## src/rtl/rmii_rx_framer.sv

```systemverilog
// RMII receive framer: strips preamble/SFD, absorbs end-of-frame CRS_DV toggling and
// emits one trigger per payload dibit plus byte/frame strobes for the MAC.
module rmii_rx_framer #(
    parameter int unsigned MIN_PREAMBLE_DIBITS = 4,
    parameter int unsigned MAX_FRAME_BYTES     = 1522,
    parameter int unsigned COUNT_WIDTH         = 16
) (
    input  logic                   clk_in,
    input  logic                   rst_in,
    input  logic                   sample_en,
    input  logic                   crs_dv_in,
    input  logic [1:0]             rxd_in,
    output logic [1:0]             data_out,
    output logic                   trigger,
    output logic                   byte_valid,
    output logic                   frame_start,
    output logic                   frame_end,
    output logic                   frame_err,
    output logic [COUNT_WIDTH-1:0] byte_count
);

    localparam int unsigned PRE_W = $clog2(MIN_PREAMBLE_DIBITS + 1) + 1;
    localparam logic [PRE_W-1:0]       PRE_MIN  = PRE_W'(MIN_PREAMBLE_DIBITS);
    localparam logic [COUNT_WIDTH-1:0] BYTE_MAX = COUNT_WIDTH'(MAX_FRAME_BYTES);

    typedef enum logic [2:0] {
        S_IDLE,
        S_PREAMBLE,
        S_DATA,
        S_DROP,
        S_DROP_ERR
    } state_t;

    state_t                 state_q, state_d;
    logic                   crs_r_q, crs_r_d;
    logic [1:0]             rxd_r_q, rxd_r_d;
    logic                   zero_q, zero_d;
    logic [PRE_W-1:0]       pre_cnt_q, pre_cnt_d;
    logic                   pend_valid_q, pend_valid_d;
    logic [1:0]             pend_q, pend_d;
    logic [1:0]             phase_q, phase_d;
    logic [COUNT_WIDTH-1:0] byte_count_q, byte_count_d;
    logic [1:0]             data_out_q, data_out_d;
    logic                   trigger_q, trigger_d;
    logic                   byte_valid_q, byte_valid_d;
    logic                   frame_start_q, frame_start_d;
    logic                   frame_end_q, frame_end_d;
    logic                   frame_err_q, frame_err_d;
    logic                   term_c;

    // Two consecutive carrier-low samples end a frame or a drop.
    assign term_c = zero_q & ~crs_r_q;

    always_ff @(posedge clk_in) begin
        if (rst_in) begin
            state_q       <= S_IDLE;
            crs_r_q       <= 1'b0;
            rxd_r_q       <= 2'b00;
            zero_q        <= 1'b0;
            pre_cnt_q     <= '0;
            pend_valid_q  <= 1'b0;
            pend_q        <= 2'b00;
            phase_q       <= 2'b00;
            byte_count_q  <= '0;
            data_out_q    <= 2'b00;
            trigger_q     <= 1'b0;
            byte_valid_q  <= 1'b0;
            frame_start_q <= 1'b0;
            frame_end_q   <= 1'b0;
            frame_err_q   <= 1'b0;
        end else begin
            state_q       <= state_d;
            crs_r_q       <= crs_r_d;
            rxd_r_q       <= rxd_r_d;
            zero_q        <= zero_d;
            pre_cnt_q     <= pre_cnt_d;
            pend_valid_q  <= pend_valid_d;
            pend_q        <= pend_d;
            phase_q       <= phase_d;
            byte_count_q  <= byte_count_d;
            data_out_q    <= data_out_d;
            trigger_q     <= trigger_d;
            byte_valid_q  <= byte_valid_d;
            frame_start_q <= frame_start_d;
            frame_end_q   <= frame_end_d;
            frame_err_q   <= frame_err_d;
        end
    end

    always_comb begin
        state_d       = state_q;
        crs_r_d       = crs_r_q;
        rxd_r_d       = rxd_r_q;
        zero_d        = zero_q;
        pre_cnt_d     = pre_cnt_q;
        pend_valid_d  = pend_valid_q;
        pend_d        = pend_q;
        phase_d       = phase_q;
        byte_count_d  = byte_count_q;
        data_out_d    = data_out_q;
        trigger_d     = 1'b0;
        byte_valid_d  = 1'b0;
        frame_start_d = 1'b0;
        frame_end_d   = 1'b0;
        frame_err_d   = 1'b0;

        if (sample_en) begin
            crs_r_d = crs_dv_in;
            rxd_r_d = rxd_in;
            zero_d  = ~crs_r_q;
            case (state_q)
                S_IDLE: begin
                    if (crs_r_q) begin
                        case (rxd_r_q)
                            2'b00: state_d = S_IDLE;
                            2'b01: begin
                                state_d   = S_PREAMBLE;
                                pre_cnt_d = PRE_W'(1);
                            end
                            default: state_d = S_DROP;
                        endcase
                    end
                end
                S_PREAMBLE: begin
                    if (!crs_r_q) begin
                        state_d = S_IDLE;
                    end else if (rxd_r_q == 2'b01) begin
                        if (pre_cnt_q != '1) pre_cnt_d = pre_cnt_q + PRE_W'(1);
                    end else if (rxd_r_q == 2'b11 && pre_cnt_q >= PRE_MIN) begin
                        state_d       = S_DATA;
                        frame_start_d = 1'b1;
                        byte_count_d  = '0;
                        phase_d       = 2'b00;
                        pend_valid_d  = 1'b0;
                    end else begin
                        state_d = S_DROP;
                    end
                end
                S_DATA: begin
                    if (term_c) begin
                        state_d      = S_IDLE;
                        frame_end_d  = 1'b1;
                        frame_err_d  = (phase_q != 2'b00);
                        pend_valid_d = 1'b0;
                    end else begin
                        // Pending dibit is confirmed by this sample; emit it or hit the size limit.
                        if (pend_valid_q) begin
                            if (byte_count_q == BYTE_MAX) begin
                                state_d = S_DROP_ERR;
                            end else begin
                                data_out_d = pend_q;
                                trigger_d  = 1'b1;
                                phase_d    = phase_q + 2'd1;
                                if (phase_q == 2'b11) begin
                                    byte_valid_d = 1'b1;
                                    byte_count_d = byte_count_q + COUNT_WIDTH'(1);
                                end
                            end
                        end
                        pend_valid_d = 1'b1;
                        pend_d       = rxd_r_q;
                    end
                end
                S_DROP: begin
                    if (term_c) state_d = S_IDLE;
                end
                S_DROP_ERR: begin
                    if (term_c) begin
                        state_d     = S_IDLE;
                        frame_end_d = 1'b1;
                        frame_err_d = 1'b1;
                    end
                end
                default: state_d = S_IDLE;
            endcase
        end
    end

    assign data_out    = data_out_q;
    assign trigger     = trigger_q;
    assign byte_valid  = byte_valid_q;
    assign frame_start = frame_start_q;
    assign frame_end   = frame_end_q;
    assign frame_err   = frame_err_q;
    assign byte_count  = byte_count_q;

endmodule

```

## config.mk

```make
export PLATFORM = sky130hd
export DESIGN_NAME = rmii_rx_framer
export DESIGN_NICKNAME = d
export VERILOG_FILES = /design/src/rtl/rmii_rx_framer.sv
export SDC_FILE = /design/constraint.sdc
export NUM_CORES = 1
export LEC_CHECK = 0
export BUFFER_PORTS_ARGS = -buffer_cell sky130_fd_sc_hd__buf_2
export CAP_MARGIN = 40
export CORE_MARGIN = 4
export CORE_UTILIZATION = 52
export DETAILED_ROUTE_END_ITERATION = 12
export PLACE_DENSITY = 0.73
export SYNTH_ARGS = -nofsm -noshare
export SYNTH_HDL_FRONTEND = slang
export SYNTH_SLANG_ARGS = --single-unit
```

## constraint.sdc

```tcl
create_clock -name clk_in -period 6.62 [get_ports clk_in]
set_clock_uncertainty 0.15 [all_clocks]
set_input_delay 1.324 -clock clk_in [delete_from_list [all_inputs] [get_ports clk_in]]
set_output_delay 1.324 -clock clk_in [all_outputs]
set_load 0.1 [all_outputs]
```

==> impl_metrics.ini <==
[sta]
finalCritPeriodShare = 0.441
max_clock_freq_mhz = 342
setup_tns_ns = 0
rsz0062_at_grt = false
max_slew_margin = 0.523
setup-violations-final = 0
worstMarginPinSlew_ns = 0.715
post-route-min-period_ns = 2.92
final_max_slew_viol_count = 0
number_of_hold_slack_violations_in_the_final_timing_report = 0

[grt]
grt_overflow_total = 0
grt_antenna_before_repair = 0
number_of_global_route_vias_before_repair = 1641
pin_count_of_the_biggest_net_entering_global_routing = 40
grt_pass1_wl_um = 7500
gr-usage-all-layers = 0.181

[yosys]
dominantRegCellSynth = sky130_fd_sc_hd__dfxtp_1
post-synth-top-count-cell = sky130_fd_sc_hd__dfxtp_1
post-synth-top-area-fraction = 0.378
synth-seq-area-share = 0.378
synth.lib_cells_used.distinct = 53
synth-edff-count = 0
synth_warn = 0
synth_area_leader_cell = sky130_fd_sc_hd__dfxtp_1
synth_top_cells_by_count = sky130_fd_sc_hd__dfxtp_1, sky130_fd_sc_hd__nor2_1, sky130_fd_sc_hd__nand2_1
asyncSetResetFlopFracSynth = 0
ys_seq_elements = 39
syn-num-nets = 253
synthesis.area_per_instance_sq_um = 8.53
most_area_consuming_cells_after_synthesis = sky130_fd_sc_hd__dfxtp_1, sky130_fd_sc_hd__nor2_1, sky130_fd_sc_hd__mux2i_1, sky130_fd_sc_hd__nand2_1, sky130_fd_sc_hd__ha_1
syn_inst = 242
mapped_area_sq_mm = 0.00206

[clock_network]
holdBufCountCts = 0
clkSlewWorstSetupHoldPaths_ns = 0.08
cts_root_buffer = sky130_fd_sc_hd__clkbuf_8
clock_latency_ns = 0.30
cts_post_setup_buffers_inserted = 0
cts_htree_levels = 2
clock_sink_total = 39
max-clock-path-buffers = 2
cts_resized = 0
cts_tree = yes
cts_inserted_buffers = 5

[drt]
route.final.wire_length_um = 4620
route.detailed.wl_per_inst_um = 14.8
drtAntennaViolNets = 0
vias = 1851
detail_route.first_pass.iterations = 4
detail_route.drc_violations = 0
first_iter_violations = 145
post_drt_via_cell_ratio = 5.91

[pwr]
p_per_area_mw_per_mm2 = 197
ir_drop_mv = 0.221
power.leakage_nw = 0.932
design_power_total_w = 0.000457

[final_layout]
layout.area.seq_sq_um = 781
antenna-diode-count = 0
fillerInstances = 355
syn2layout_area_growth_pct = 12.6
post_route_cells_drive_above_1_share = 0.174
design.final.nets = 275
multi_input_logic_area_sq_mm = 0.00119

[floorplan]
floorplan.io_pins = 29
floorplan.rows = 22
initial_core_util = 0.551
total_die_area_sq_mm = 0.00504
core-area_sq_mm = 0.00374
die_w_um = 71.0
floorplan.die.height_um = 71.0

[placement]
gp_congestion = 0.855
buffer_ports.inserted = 28
hpwlAfterDp_um = 3270

[worst_setup_path]
timing.setup.critical_path_class = in -> reg
critical_path_required_ns = 6.63
critPathCaptureType = register
reg2reg_slack_ns = 4.25
critPathArrivalTime_ns = 2.93
path_max_fanout = 12
timing.critical_path.from_type = input port

[outcome]
status = finished clean

[worst_hold_path]
hp-class = reg -> reg

[run]
total_of_max_cap_violations = 0
-- logic make-up after synthesis --
logic type      after synthesis  synth area share
simple gates                102             0.275
compound gates               60             0.211
flops                        39             0.378
buf+inv                      24            0.0455
mux                          12            0.0594
fa+ha+maj                     5            0.0303
-- flip-flops by register name, indices dropped and copies added (netlist names) --
name / flops
trigger: 1
byte_valid: 1
data_out: 2
frame_start: 1
phase_q: 2
frame_end: 1
crs_r_q: 1
rxd_r_q: 2
pend_valid_q: 1
byte_count: 16
pre_cnt_q: 4
state_q: 3
zero_q: 1
frame_err: 1
pend_q: 2
-- layout by cell type (no fill, tap or decap), types with 3 or more instances in the layout --
cell                       synthesis  routed
sky130_fd_sc_hd__mux2i_1          10      10
sky130_fd_sc_hd__and3_1            9       9
sky130_fd_sc_hd__ha_1              5       5
sky130_fd_sc_hd__a31oi_1           4       4
sky130_fd_sc_hd__nand2b_1          8       8
sky130_fd_sc_hd__buf_2             3      28
sky130_fd_sc_hd__nand3_1           8       8
sky130_fd_sc_hd__a221oi_1          4       4
sky130_fd_sc_hd__a211oi_1          5       5
sky130_fd_sc_hd__a211o_1           4       4
sky130_fd_sc_hd__clkbuf_8          0       5
sky130_fd_sc_hd__o21ai_1           7       7
sky130_fd_sc_hd__o211ai_1          5       5
sky130_fd_sc_hd__inv_1            10      10
sky130_fd_sc_hd__dfxtp_1          39      39
sky130_fd_sc_hd__nand3b_1          3       3
sky130_fd_sc_hd__o21ai_0           5       5
sky130_fd_sc_hd__nand2_1          19      19
sky130_fd_sc_hd__a21oi_1           9       9
sky130_fd_sc_hd__nor2b_1           6       6
sky130_fd_sc_hd__nor2_1           27      27
sky130_fd_sc_hd__nor3_1            3       3
-- layer usage --
layer	GRT usage	part of all wire	wire length [um]
met4	0.0605	0.011	51
met2	0.276	0.44	2050
met3	0.0384	0.051	237
met1	0.252	0.49	2280
met5	0	0	0
-- layout make-up --
cell class | instances | area share
repair buffers | 28 | 0.0603
flip-flops and latches | 39 | 0.336
inverters | 11 | 0.0178
well taps | 48 | 0.0258
multi-input cells | 179 | 0.512
clock buffers | 5 | 0.0296
clock inverters | 3 | 0.0188
-- worst max-delay path: stages --
cell and delay [ns]:
sky130_fd_sc_hd__buf_2 0.21, sky130_fd_sc_hd__nand4bb_1 0.27, sky130_fd_sc_hd__nand2b_1 0.34, sky130_fd_sc_hd__a211oi_2 0.50, sky130_fd_sc_hd__mux2i_1 0.25, sky130_fd_sc_hd__nor2_1 0.05
-- path summary, 6_finish.rpt --
check,start,end,depth (start not counted)
worst max-delay path,sample_en,phase_q[1]$_SDFFE_PP0P_,6
worst min-delay path,byte_count[8]$_SDFFE_PP0P_,byte_count[8]$_SDFFE_PP0P_,2
worst max register to register,byte_count[0]$_SDFFE_PP0P_,byte_count[5]$_SDFFE_PP0P_,7
worst min register to register,byte_count[8]$_SDFFE_PP0P_,byte_count[8]$_SDFFE_PP0P_,2
-- through the flow --
step	cells	instance area, sq um	hold WS, ns	worst slack (ns)	utilization
4_1_cts	313	2320	0.344	3.68	0.621
3_5_place_dp	305	2210	0.332	3.37	0.591
6_report	313	2320	0.349	3.70	0.621
3_3_place_gp	305	2210	0.322	3.46	0.591
5_1_grt	313	2320	0.380	3.55	0.621
2_1_floorplan	242	2060	0.313	3.74	-
-- power breakdown --
| group | internal, W | switching (W) | leakage [nW] | total, W |
|---|---|---|---|---|
| registers | 0.000236 | 0.00000379 | 0.315 | 0.000240 |
| logic | 0.00000733 | 0.0000110 | 0.559 | 0.0000184 |
| clock network | 0.000112 | 0.0000861 | 0.0581 | 0.000198 |
Power figures use the tool's default switching activity.
